<file path="src/rtl/uart_pkg.sv">
// Shared UART types and constants for the TX serializer and its helpers.
// Build macro UART_TX_PARITY_EN (set on the consuming design) selects 8E1 framing.
package uart_pkg;

  typedef enum logic [2:0] {
    IDLE   = 3'd0,
    START  = 3'd1,
    DATA   = 3'd2,
    PARITY = 3'd3,
    STOP   = 3'd4
  } uart_tx_state_t;

  localparam int DATA_BITS        = 8;
  localparam int DEFAULT_CLK_FREQ = 50000000;
  localparam int DEFAULT_BAUD     = 115200;

endpackage

</file>
<file path="src/rtl/uart_baud_tick.sv">
// Bit-period counter: counts 0..CLKS_PER_BIT-1 and flags the last clock of each bit.
// Held at zero while i_clear is high so a new frame starts on a fresh bit period.
module uart_baud_tick #(
  parameter int CLKS_PER_BIT = 434
) (
  input  logic clk,
  input  logic rst,
  input  logic i_clear,
  output logic o_tick
);

  localparam int CNT_W = (CLKS_PER_BIT > 1) ? $clog2(CLKS_PER_BIT) : 1;
  localparam logic [CNT_W-1:0] LAST = CNT_W'(CLKS_PER_BIT - 1);

  logic [CNT_W-1:0] r_cnt;

  assign o_tick = (r_cnt == LAST);

  always_ff @(posedge clk or posedge rst) begin
    if (rst) begin
      r_cnt <= '0;
    end else if (i_clear || o_tick) begin
      r_cnt <= '0;
    end else begin
      r_cnt <= r_cnt + 1'b1;
    end
  end

endmodule

</file>
<file path="src/rtl/uart_tx_serializer.sv">
// Byte-wide 8N1 UART transmitter with registered outputs; tx_busy paces the byte producer.
// Defining UART_TX_PARITY_EN inserts an even-parity bit between data and stop (8E1).
module uart_tx_serializer
  import uart_pkg::*;
#(
  parameter int CLK_FREQ     = DEFAULT_CLK_FREQ,
  parameter int BAUD         = DEFAULT_BAUD,
  parameter int CLKS_PER_BIT = CLK_FREQ / BAUD
) (
  input  logic       clk,
  input  logic       rst,
  input  logic       tx_start,
  input  logic [7:0] tx_data,
  output logic       tx_busy,
  output logic       tx_serial,
  output logic       tx_done
);

  localparam logic [2:0] ST_IDLE   = IDLE;
  localparam logic [2:0] ST_START  = START;
  localparam logic [2:0] ST_DATA   = DATA;
  localparam logic [2:0] ST_STOP   = STOP;
`ifdef UART_TX_PARITY_EN
  localparam logic [2:0] ST_PARITY = PARITY;
`endif
  localparam logic [2:0] LAST_BIT  = 3'(DATA_BITS - 1);

  logic [2:0] r_state;
  logic [7:0] r_shift;
  logic [2:0] r_bit_idx;
  logic       r_busy;
  logic       r_serial;
  logic       r_done;
`ifdef UART_TX_PARITY_EN
  logic       r_parity;
`endif

  logic       w_tick;
  logic       w_clear;

  // Counter is parked at zero in IDLE so the start bit gets a full period.
  assign w_clear = (r_state == ST_IDLE);

  uart_baud_tick #(
    .CLKS_PER_BIT(CLKS_PER_BIT)
  ) u_baud_tick (
    .clk    (clk),
    .rst    (rst),
    .i_clear(w_clear),
    .o_tick (w_tick)
  );

  always_ff @(posedge clk or posedge rst) begin
    if (rst) begin
      r_state   <= ST_IDLE;
      r_shift   <= '0;
      r_bit_idx <= '0;
      r_busy    <= 1'b0;
      r_serial  <= 1'b1;
      r_done    <= 1'b0;
`ifdef UART_TX_PARITY_EN
      r_parity  <= 1'b0;
`endif
    end else begin
      r_done <= 1'b0;
      case (r_state)
        ST_IDLE: begin
          if (tx_start) begin
            r_shift   <= tx_data;
            r_bit_idx <= '0;
            r_busy    <= 1'b1;
            r_serial  <= 1'b0;
            r_state   <= ST_START;
`ifdef UART_TX_PARITY_EN
            r_parity  <= ^tx_data;
`endif
          end
        end
        ST_START: begin
          if (w_tick) begin
            r_serial <= r_shift[0];
            r_state  <= ST_DATA;
          end
        end
        ST_DATA: begin
          if (w_tick) begin
            r_shift   <= r_shift >> 1;
            r_bit_idx <= r_bit_idx + 3'd1;
            if (r_bit_idx == LAST_BIT) begin
`ifdef UART_TX_PARITY_EN
              r_serial <= r_parity;
              r_state  <= ST_PARITY;
`else
              r_serial <= 1'b1;
              r_state  <= ST_STOP;
`endif
            end else begin
              // Next bit is shift[1] now, which becomes shift[0] after this edge.
              r_serial <= r_shift[1];
            end
          end
        end
`ifdef UART_TX_PARITY_EN
        ST_PARITY: begin
          if (w_tick) begin
            r_serial <= 1'b1;
            r_state  <= ST_STOP;
          end
        end
`endif
        ST_STOP: begin
          if (w_tick) begin
            r_done  <= 1'b1;
            r_busy  <= 1'b0;
            r_state <= ST_IDLE;
          end
        end
        default: begin
          r_serial <= 1'b1;
          r_busy   <= 1'b0;
          r_state  <= ST_IDLE;
        end
      endcase
    end
  end

  assign tx_busy   = r_busy;
  assign tx_serial = r_serial;
  assign tx_done   = r_done;

endmodule
</file>
<file path="config.mk">
export PLATFORM = sky130hd
export DESIGN_NAME = uart_tx_serializer
export DESIGN_NICKNAME = d
export VERILOG_FILES = /design/src/rtl/uart_pkg.sv /design/src/rtl/uart_baud_tick.sv /design/src/rtl/uart_tx_serializer.sv
export SDC_FILE = /design/constraint.sdc
export NUM_CORES = 1
export LEC_CHECK = 0
export BUFFER_PORTS_ARGS = -buffer_cell sky130_fd_sc_hd__buf_4
export CAP_MARGIN = 0
export CORE_ASPECT_RATIO = 0.9
export CORE_UTILIZATION = 50
export CTS_BUF_LIST = sky130_fd_sc_hd__clkbuf_4 sky130_fd_sc_hd__clkbuf_8
export DETAILED_ROUTE_END_ITERATION = 10
export GPL_TIMING_DRIVEN = 0
export HOLD_SLACK_MARGIN = 0.02
export PLACE_DENSITY = 0.78
export SYNTH_ARGS = -nofsm -noshare
export SYNTH_HDL_FRONTEND = slang
export SYNTH_SLANG_ARGS = --single-unit
export TNS_END_PERCENT = 50
</file>
<file path="constraint.sdc">
create_clock -name clk -period 3.81 [get_ports clk]
set_input_delay 0.5715 -clock clk [delete_from_list [all_inputs] [get_ports clk]]
set_output_delay 0.5715 -clock clk [all_outputs]
set_load 0.05 [all_outputs]
</file>
; Word-level counts from Yosys, hierarchy flattened
; Cells that the tools add are included.
[classes]
addsub = 2
n_eq_ne = 10
mux = 23
n_bitwise = 2
n_reduce_logical = 8
[op_table]
columns = operator, n
row1 = two-way mux 3 bit, 7
row2 = two-way mux 8 bit, 2
row3 = case mux 8 bit (2 select lines), 1
row4 = case mux 3 bit (4 select lines), 1
row5 = "adder 9 x 1 -> 9 bit, second input constant", 1
row6 = "equality test 9 bit, second input constant", 1
row7 = two-way mux 9 bit, 1
row8 = two-way mux 1 bit, 8
row9 = "equality test 3 bit, second input constant", 2
row10 = "!= test 2 x 1 -> 1 bit, second input constant", 3
row11 = case mux 3 bit (2 select lines), 1
row12 = AND reduction 3 bit, 2
row13 = AND reduction 5 bit, 1
row14 = "!= test 2 bit, second input constant", 2
row15 = case mux 1 bit (4 select lines), 1
row16 = AND reduction 4 bit, 1
row17 = "adder 3 x 1 -> 3 bit, second input constant", 1
row18 = "equality test 3 x 1 -> 1 bit, second input constant", 1
row19 = "equality test 3 x 2 -> 1 bit, second input constant", 1
row20 = zero test 3 bit, 1
row21 = case mux 1 bit (3 select lines), 1
row22 = NOT 1 bit, 2
row23 = nonzero test 2 bit, 1
row24 = OR reduction 2 bit, 1
row25 = logical OR 1 bit, 1
[totals]
register_bits = 26
input_bits = 11
output_inout_bits = 3

; Longest topological paths before layout
; Gate-level depths: netlist (run 1).
[depth]
word_depth = 4
depth_mapped = 8

; Modules after synthesis
; A second synthesis (run 1) with hierarchy kept.
[hier_totals]
cells_unflattened = 138
area_unflattened_um2 = 1390.1
[modules_own_cells]
columns = module, n_inst, cells_per_inst, area_each_um2
row1 = uart_tx_serializer, 1, 89, 900.9
row2 = uart_baud_tick, 1, 49, 489.2

; Least setup slack after synthesis (run 1)
; No wires, ideal clock.
[synth_timing]
path_type = register -> register
from = register u_baud_tick.r_cnt[0]
to = register r_shift[0]
setup_ns = 0.125
arrival_ns = 1.660
slack_ns = 2.025
stages_incl_launch_ff = 8
path_buffers = 2
period_less_slack_ns = 1.785
cell_sequence = dfrtp_1 ha_1 and4b_1 and2_4 buf_6 a21boi_4 buf_12 mux2_4
[synth_between]
elab_chain_len = 3
[synth_rtl]
columns = item, line
row1 = "start, declared", uart_baud_tick.sv:15  ; logic [CNT_W-1:0] r_cnt;
row2 = "start signal, assigned", uart_baud_tick.sv:25  ; r_cnt <= r_cnt + 1'b1;
row3 = equality test 9 bit, uart_baud_tick.sv:17  ; assign o_tick = (r_cnt == LAST);
row4 = != test 2 x 1 -> 1 bit (no source line), --
row5 = AND reduction 3 bit (no source line), --
row6 = "end signal, assigned", uart_tx_serializer.sv:69  ; r_shift <= tx_data;
row7 = "end signal, assigned", uart_tx_serializer.sv:87  ; r_shift <= r_shift >> 1;
row8 = "end, declared", uart_tx_serializer.sv:29  ; logic [7:0] r_shift;
; No other way between the ends.
; A chain may end at the register's enable or synchronous reset.

; Worst setup path in the final report (run 1)
[layout_timing]
from = register u_baud_tick.r_cnt[0]
to = register r_shift[5]
; The elaborated chain is that of the path after synthesis.

==> summary.txt, run 1 <==
Global routing
  • Grt met1 use: 22.7%
  • GRT met2 Usage: 29.3%
  • Largest net degree at the start of global routing: 27
  • First-pass GRT wire length: 3980 µm
  • Grt ovf: 0
  • GR peak layer: met2
  • Initial antenna violation count: 0
  • Routing usage on met3: 5.47%
  • Gr usage total: 17.7%
  • Vias in the first global route: 936

Die
  • Boundary Pins: 14
  • # rows: 17
  • Area of the die: 2970 µm²
  • Floorplan Core Area: 2530 µm²
  • Die Y: 51.8 µm
  • Initial cell density of the core: 54.5%
  • Die Wd: 57.4 µm

STA
  • Final Skew: 0.00259 ns
  • Fin Setup TNS: 0 ns
  • Slew @ Worst Pin: 0.950 ns
  • Post-route setup slack: 1.88 ns
  • Max_slew headroom: 36.6%
  • Final setup fails: 0
  • Final hold vios: 0
  • RSZ-0062 raised after global routing: no
  • Slew Viols, Final: 0
  • Highest Clock Rate: 0.517 GHz
  • Min Tclk post-route: 1.93 ns
  • Tcrit/Tclk final: 50.7%

Placed design
  • Placed Cells: 162
  • Pre-CTS setup slack: 1.89 ns
  • HPWL after DPL: 1750 µm
  • GPL Wtd Cong: 0.801
  • Port Buf Inserts: 13

Hold path
  • Hold WC Path Type: in2async

Routing
  • Via count: 926
  • Post-Route WL: 2310 µm
  • Drt pass-1 iters: 4
  • # DRC: 0
  • 1st-iter DRT viols: 23
  • WL per Instance: 13.9 µm
  • Via density: 5.58
  • Antenna-violating nets left: 0

Clock network
  • TritonCTS clock tree: yes
  • H-tree depth: 1
  • CTS clk-pin slew, worst paths: 0.13 ns
  • Post-CTS sizing: 0
  • Cts bufs inserted: 3
  • Setup bufs post-CTS: 0
  • Skew-Pair Late Insertion Delay: 0.31 ns
  • Root Driver: clkbuf_4
  • CTS hold repair buffers: 0
  • TritonCTS Sinks: 26
  • Clock Path Buffers: 2

Critical path
  • Crit path largest cell delay: 0.45 ns
  • Setup crit start kind: register
  • Crit path DAT: 2.15 ns
  • CP required: 4.02 ns
  • CP Capture Type: register
  • Crit-path cells: ha_1 > and4b_1 > and2_4 > buf_6 > a21boi_4 > buf_12 > mux2_4
  • Crit-path max FO: 10
  • Crit Path Class: reg2reg
  • CP max stage cell: dfrtp_1
  • Reg2reg path depth: 7

Final layout
  • Synthesis-to-finish area growth: 11.8%
  • Diode count: 0
  • Nets: 154
  • Fill count: 204
  • Commonest cells after routing, fill and taps aside: dfrtp_1, nor2_1, buf_4, mux2_2, inv_1
  • Layout cells sized above 1: 31.9%
  • Post-Layout Cell Count: 166
  • Most common cell after layout, fill and taps aside: dfrtp_1
  • Register area: 652 µm²
  • Multi-input gate area: 628 µm²

Yosys
  • Largest family of logic cells by synthesized area: multiplexers
  • Seq cells post-synth: 26
  • Synth top area cells: dfrtp_1, mux2_2, mux2_4, nor2_1, xnor2_1
  • Async SR Flop Fraction: 100%
  • Post-synth EDFFs: 0
  • Seq/Total Area, Yosys: 47.2%
  • Mapped Cells: 121
  • Fraction of synthesized area in multiplexers: 15.3%
  • Synthesized cell area: 1380 µm²
  • Post-Synth XOR/XNOR Area: 4.44%
  • Warnings from Yosys: 0
  • Post-Synth Adder-Cell Area: 3.63%
  • Synth Area in Compound Gates: 8.16%
  • Leading area contributor after synthesis: dfrtp_1
  • Post-synth top area share: 45.3%
  • Netlist cell types: 37
  • Main flop type after synthesis: dfrtp_1
  • Syn avg cell area: 11.4 µm²
  • Syn nets: 136
  • Simple-gate area share of the yosys netlist: 14.0%

Power and ir drop
  • PD cells: 400 nW/µm²
  • VDD IR-drop max: 268 µV
  • Leakage power: 0.000773 µW
  • Design Power: 617 µW

Flow run
  • Max-cap viol count: 0

Status
  • Outcome: finished, final reports clean
==> cells by family (layout without fill, tap and decap cells) <==
logic type,Yosys count,in the layout
fa+ha+maj,4,4
compound gates,15,15
xor+xnor,7,7
simple gates,37,37
buf+inv,15,32
flops,26,26
mux,17,17
==> power breakdown <==
part	total [µW]	internal (µW)	leakage [µW]	switching, µW
clock	125	48.1	0.0000184	76.7
sequential	366	322	0.000325	44.1
combinational	126	67.4	0.000430	58.3
==> cell type report <==
cell class | count | share of cell area (%)
flip-flops and latches | 26 | 42.3
inverters | 9 | 2.19
repair buffers | 13 | 6.33
well taps | 28 | 2.27
multi-input cells | 80 | 40.7
plain buffers | 6 | 4.30
clock buffers | 4 | 1.95
==> cell usage after synthesis, drive strengths merged (2+ instances only) <==
library cell / number
nor3: 4
inv: 9
xnor2: 6
nor2: 16
a31oi: 3
nand3: 4
mux2i: 2
mux2: 15
nand2: 4
dfrtp: 25
o21ai: 2
ha: 4
a21oi: 3
buf: 6
==> state kept, by name, indices dropped and copies added (netlist names) <==
| signal | cells |
|---|---|
| tx_busy | 1 |
| r_state | 3 |
| tx_serial | 1 |
| tx_done | 1 |
| r_bit_idx | 3 |
| u_baud_tick.r_cnt | 9 |
| r_shift | 8 |
==> metrics by stage <==
stage	util, %	area [µm²]	hold WS (ns)
final	60.9	1540	0.457
after global routing	60.9	1540	0.522
after CTS	60.9	1540	0.489
after detailed placement	59.8	1510	0.469
after global placement	59.8	1510	0.453
after floorplan	-	1380	0.444
==> layer usage <==
| layer | vias up | part of all wire (%) |
|---|---|---|
| li1 | 453 | - |
| met3 | 4 | 3.9 |
| met5 | - | 0 |
| met4 | 0 | 1.2 |
| met2 | 19 | 49 |
| met1 | 450 | 46 |
==> worst paths after layout <==
path | slack (ns) | startpoint | to
setup / recovery | 1.88 | u_baud_tick.r_cnt[0] | r_shift[5]
hold / removal | 0.46 | rst | r_bit_idx[1]
setup reg to reg | 1.88 | u_baud_tick.r_cnt[0] | r_shift[5]
hold reg to reg | 0.50 | r_shift[7] | r_shift[7]
max in group asynchronous | 2.78 | rst | r_bit_idx[2]
min in group clk | 0.50 | r_shift[7] | r_shift[7]
==> worst max-delay path, delay by kind of cell, from the launching register on <==
family                     cells  cell delay (ns)
muxes                          1             0.30
buffers and inverters          2             0.29
DFF                            1             0.45
adders and majority gates      1             0.22
and+or+nand+nor                2             0.39
AOI/OAI and AO/OA              1             0.17
(Power assumes the default switching activity.)
==> run 2: changes to the inputs <==
- ABC_AREA: not set -> 1
- PLACE_DENSITY: 0.78 -> 0.81
- clock period: 3.81 -> 1.71 ns (I/O delays scaled with it)
==> run 2 against run 1 <==
  * Clock skew rose by 0.0012 ns
  * Critical path type unchanged
  * Critical path depth rose by 3
  * Die area fell by 0.35%
  * Count of clock-buffer cells in the layout did not move
  * Setup slack got worse by 1.8 ns
  * Sequential power rose to 2.6 times the previous value
  * Wire length rose by 7.5%
  * Non-clock buffer count fell by 3
  * Worst hold slack got worse by 0.33 ns
  * Largest cell class unchanged
  * Sequential share of layout area barely moved
==> summary.txt, run 2 <==
Power and ir drop
  • PD cells: 1520 nW/µm² (was 400 nW/µm²)
  • VDD IR-drop max: 520 µV (was 268 µV)
  • Leakage power: 0.000843 µW (was 0.000773 µW)

STA
  • Post-route setup slack: 0.124 ns (was 1.88 ns)
  • Slew @ Worst Pin: 0.950 ns (about the same)
  • RSZ-0062 raised after global routing: no (unchanged)
  • Final Skew: 0.00378 ns (was 0.00259 ns)
  • Final hold vios: 0 (unchanged)
  • Fin Setup TNS: 0 ns (unchanged)
  • Highest Clock Rate: 0.631 GHz (was 0.517 GHz)
  • Tcrit/Tclk final: 92.7% (was 50.7%)
  • Worst hold slack: 0.132 ns (was 0.457 ns)
  • Slew Viols, Final: 0 (unchanged)
  • Min Tclk post-route: 1.59 ns (was 1.93 ns)
  • Max_slew headroom: 36.6% (about the same)
  • Final setup fails: 0 (unchanged)

Critical path
  • CP max stage cell: dfrtp_1 (unchanged)
  • Crit path largest cell delay: 0.42 ns (was 0.45 ns)
  • WP buf/inv: 2 (unchanged)
  • CP required: 1.94 ns (was 4.02 ns)
  • Most used cell along the critical path: nand2_1
  • CP Capture Type: register (unchanged)
  • Crit path DAT: 1.82 ns (was 2.15 ns)
  • Setup crit start kind: register (unchanged)
  • R2r setup slk: 0.12 ns (was 1.88 ns)
  • Reg2reg path depth: 10 (was 7)
  • Crit-path max FO: 10 (unchanged)
  • Critical path depth: 10 (was 7)
  • Crit-path cells: inv_1 > ha_1 > nand2_1 > nor2_1 > nand2_2 > nand2_4 > nand3_4 > buf_6 > nand2_1 > nand2_1 (was ha_1 > and4b_1 > and2_4 > buf_6 > a21boi_4 > buf_12 > mux2_4)
  • CP delay by family, top: simple AND/OR/NAND/NOR gates (was flip-flops)
  • Crit Path Class: reg2reg (unchanged)

Die
  • Die Wd: 57.3 µm (was 57.4 µm)
  • Boundary Pins: 14 (unchanged)
  • Area of the die: 2960 µm² (was 2970 µm²)
  • Floorplan Core Area: 2530 µm² (unchanged)
  • Die Y: 51.8 µm (about the same)
  • Initial cell density of the core: 54.3% (was 54.5%)
  • # rows: 17 (unchanged)

Placed design
  • Pre-CTS setup slack: 0.143 ns (was 1.89 ns)
  • GPL Wtd Cong: 0.838 (was 0.801)
  • Placed Cells: 222 (was 162)
  • HPWL after DPL: 1910 µm (was 1750 µm)
  • Port Buf Inserts: 13 (unchanged)
  • Dpl cell area: 1510 µm² (about the same)

Clock network
  • Root Driver: clkbuf_4 (unchanged)
  • Post-CTS sizing: 0 (unchanged)
  • TritonCTS clock tree: yes (unchanged)
  • Cts bufs inserted: 3 (unchanged)
  • TritonCTS Sinks: 26 (unchanged)
  • Setup bufs post-CTS: 0 (unchanged)
  • Clock Path Buffers: 2 (unchanged)
  • Skew-Pair Late Insertion Delay: 0.32 ns (was 0.31 ns)
  • CTS hold repair buffers: 0 (unchanged)
  • H-tree depth: 1 (unchanged)
  • CTS clk-pin slew, worst paths: 0.14 ns (was 0.13 ns)

Global routing
  • Initial antenna violation count: 0 (unchanged)
  • Largest net degree at the start of global routing: 27 (unchanged)
  • Grt ovf: 0 (unchanged)
  • First-pass GRT wire length: 4620 µm (was 3980 µm)
  • Vias in the first global route: 1118 (was 936)
  • Gr usage total: 20.4% (was 17.7%)

Yosys
  • Main flop type after synthesis: dfrtp_1 (unchanged)
  • Syn avg cell area: 7.60 µm² (was 11.4 µm²)
  • Netlist cell types: 22 (was 37)
  • Post-synth top area share: 45.5% (was 45.3%)
  • Synth top area cells: dfrtp_1, nand2_1, inv_1, nor2_1, ha_1 (was dfrtp_1, mux2_2, mux2_4, nor2_1, xnor2_1)
  • Syn nets: 196 (was 136)
  • Warnings from Yosys: 0 (unchanged)
  • Leading area contributor after synthesis: dfrtp_1 (unchanged)
  • Mapped Cells: 181 (was 121)
  • Seq cells post-synth: 26 (unchanged)
  • Top-count cell post-synth: nand2_1 (was dfrtp_1)
  • Synthesized cell area: 1380 µm² (about the same)
  • Seq/Total Area, Yosys: 47.4% (was 47.2%)
  • Post-synth top cells: nand2_1, dfrtp_1, inv_1 (was dfrtp_1, nor2_1, inv_1, mux2_2)
  • Post-synth EDFFs: 0 (unchanged)
  • Async SR Flop Fraction: 100% (unchanged)

Routing
  • Via count: 1185 (was 926)
  • Drt pass-1 iters: 5 (was 4)
  • Post-Route WL: 2490 µm (was 2310 µm)
  • # DRC: 0 (unchanged)
  • Via density: 5.24 (was 5.58)
  • Antenna-violating nets left: 0 (unchanged)
  • 1st-iter DRT viols: 42 (was 23)
  • WL per Instance: 11.0 µm (was 13.9 µm)

Final layout
  • Register bank with the most flops: u_baud_tick.r_cnt (unchanged)
  • Max reg flops: 9 (unchanged)
  • Commonest cells after routing, fill and taps aside: nand2_1, dfrtp_1, inv_1, nor2_1, buf_4 (was dfrtp_1, nor2_1, buf_4, mux2_2, inv_1)
  • Final Instance Area: 1540 µm² (about the same)
  • Register area: 652 µm² (unchanged)
  • Nets: 214 (was 154)
  • Layout cells sized above 1: 17.7% (was 31.9%)
  • Most common cell after layout, fill and taps aside: nand2_1 (was dfrtp_1)
  • Multi-input gate area: 624 µm² (was 628 µm²)
  • Post-Layout Cell Count: 226 (was 166)
  • Synthesis-to-finish area growth: 12.3% (was 11.8%)
  • Diode count: 0 (unchanged)
  • Largest regs: u_baud_tick.r_cnt x9, r_shift x8 (unchanged)
  • Fill count: 226 (was 204)

Status
  • Outcome: finished, final reports clean (unchanged)

Hold path
  • Hold WC Path Type: in2async (unchanged)

Flow run
  • Max-cap viol count: 0 (unchanged)
==> run 2: report_power, final <==
part           internal, µW  switching (µW)  total (µW)
logic                   380             723        1100
registers               800             135         935
clock network           130             183         313
==> run 2: path summary, 6_finish.rpt <==
kind	from	to
max	u_baud_tick.r_cnt[1]	r_shift[2]
min	rst	r_shift[6]
max reg2reg	u_baud_tick.r_cnt[1]	r_shift[2]
min reg2reg	tx_serial	tx_serial
max in group asynchronous	rst	tx_done
min in group clk	tx_data[7]	r_shift[7]
==> run 2: stage by stage <==
stage,power (µW),util (%)
floorplan,1800,-
global placement,2000,59.6
detailed placement,2050,59.6
CTS,2370,61.0
global route,2580,61.0
finish,2350,61.0
==> run 2: area by class of cell <==
type                       count  share of cell area (%)
buffer                         3                    1.54
clock buffer                   4                    2.35
inverter                      20                    4.86
multi-input combinational    132                    40.4
sequential                    26                    42.2
tap                           28                    2.27
timing repair buffer          13                    6.32
==> run 2: logic make-up after synthesis <==
kind of cell | Yosys count | synth area share (%)
adders and majority gates | 4 | 3.64
DFF | 26 | 47.4
and+or+nand+nor | 118 | 37.3
AOI/OAI and AO/OA | 10 | 4.46
buffers and inverters | 23 | 7.19
==> run 2: layer usage <==
layer	up-vias	share of wire, %	GRT usage [%]
met5	-	0	0
met4	0	1.6	6.10
met3	5	2.7	2.99
met2	22	46	34.7
met1	562	49	27.2
li1	596	-	-
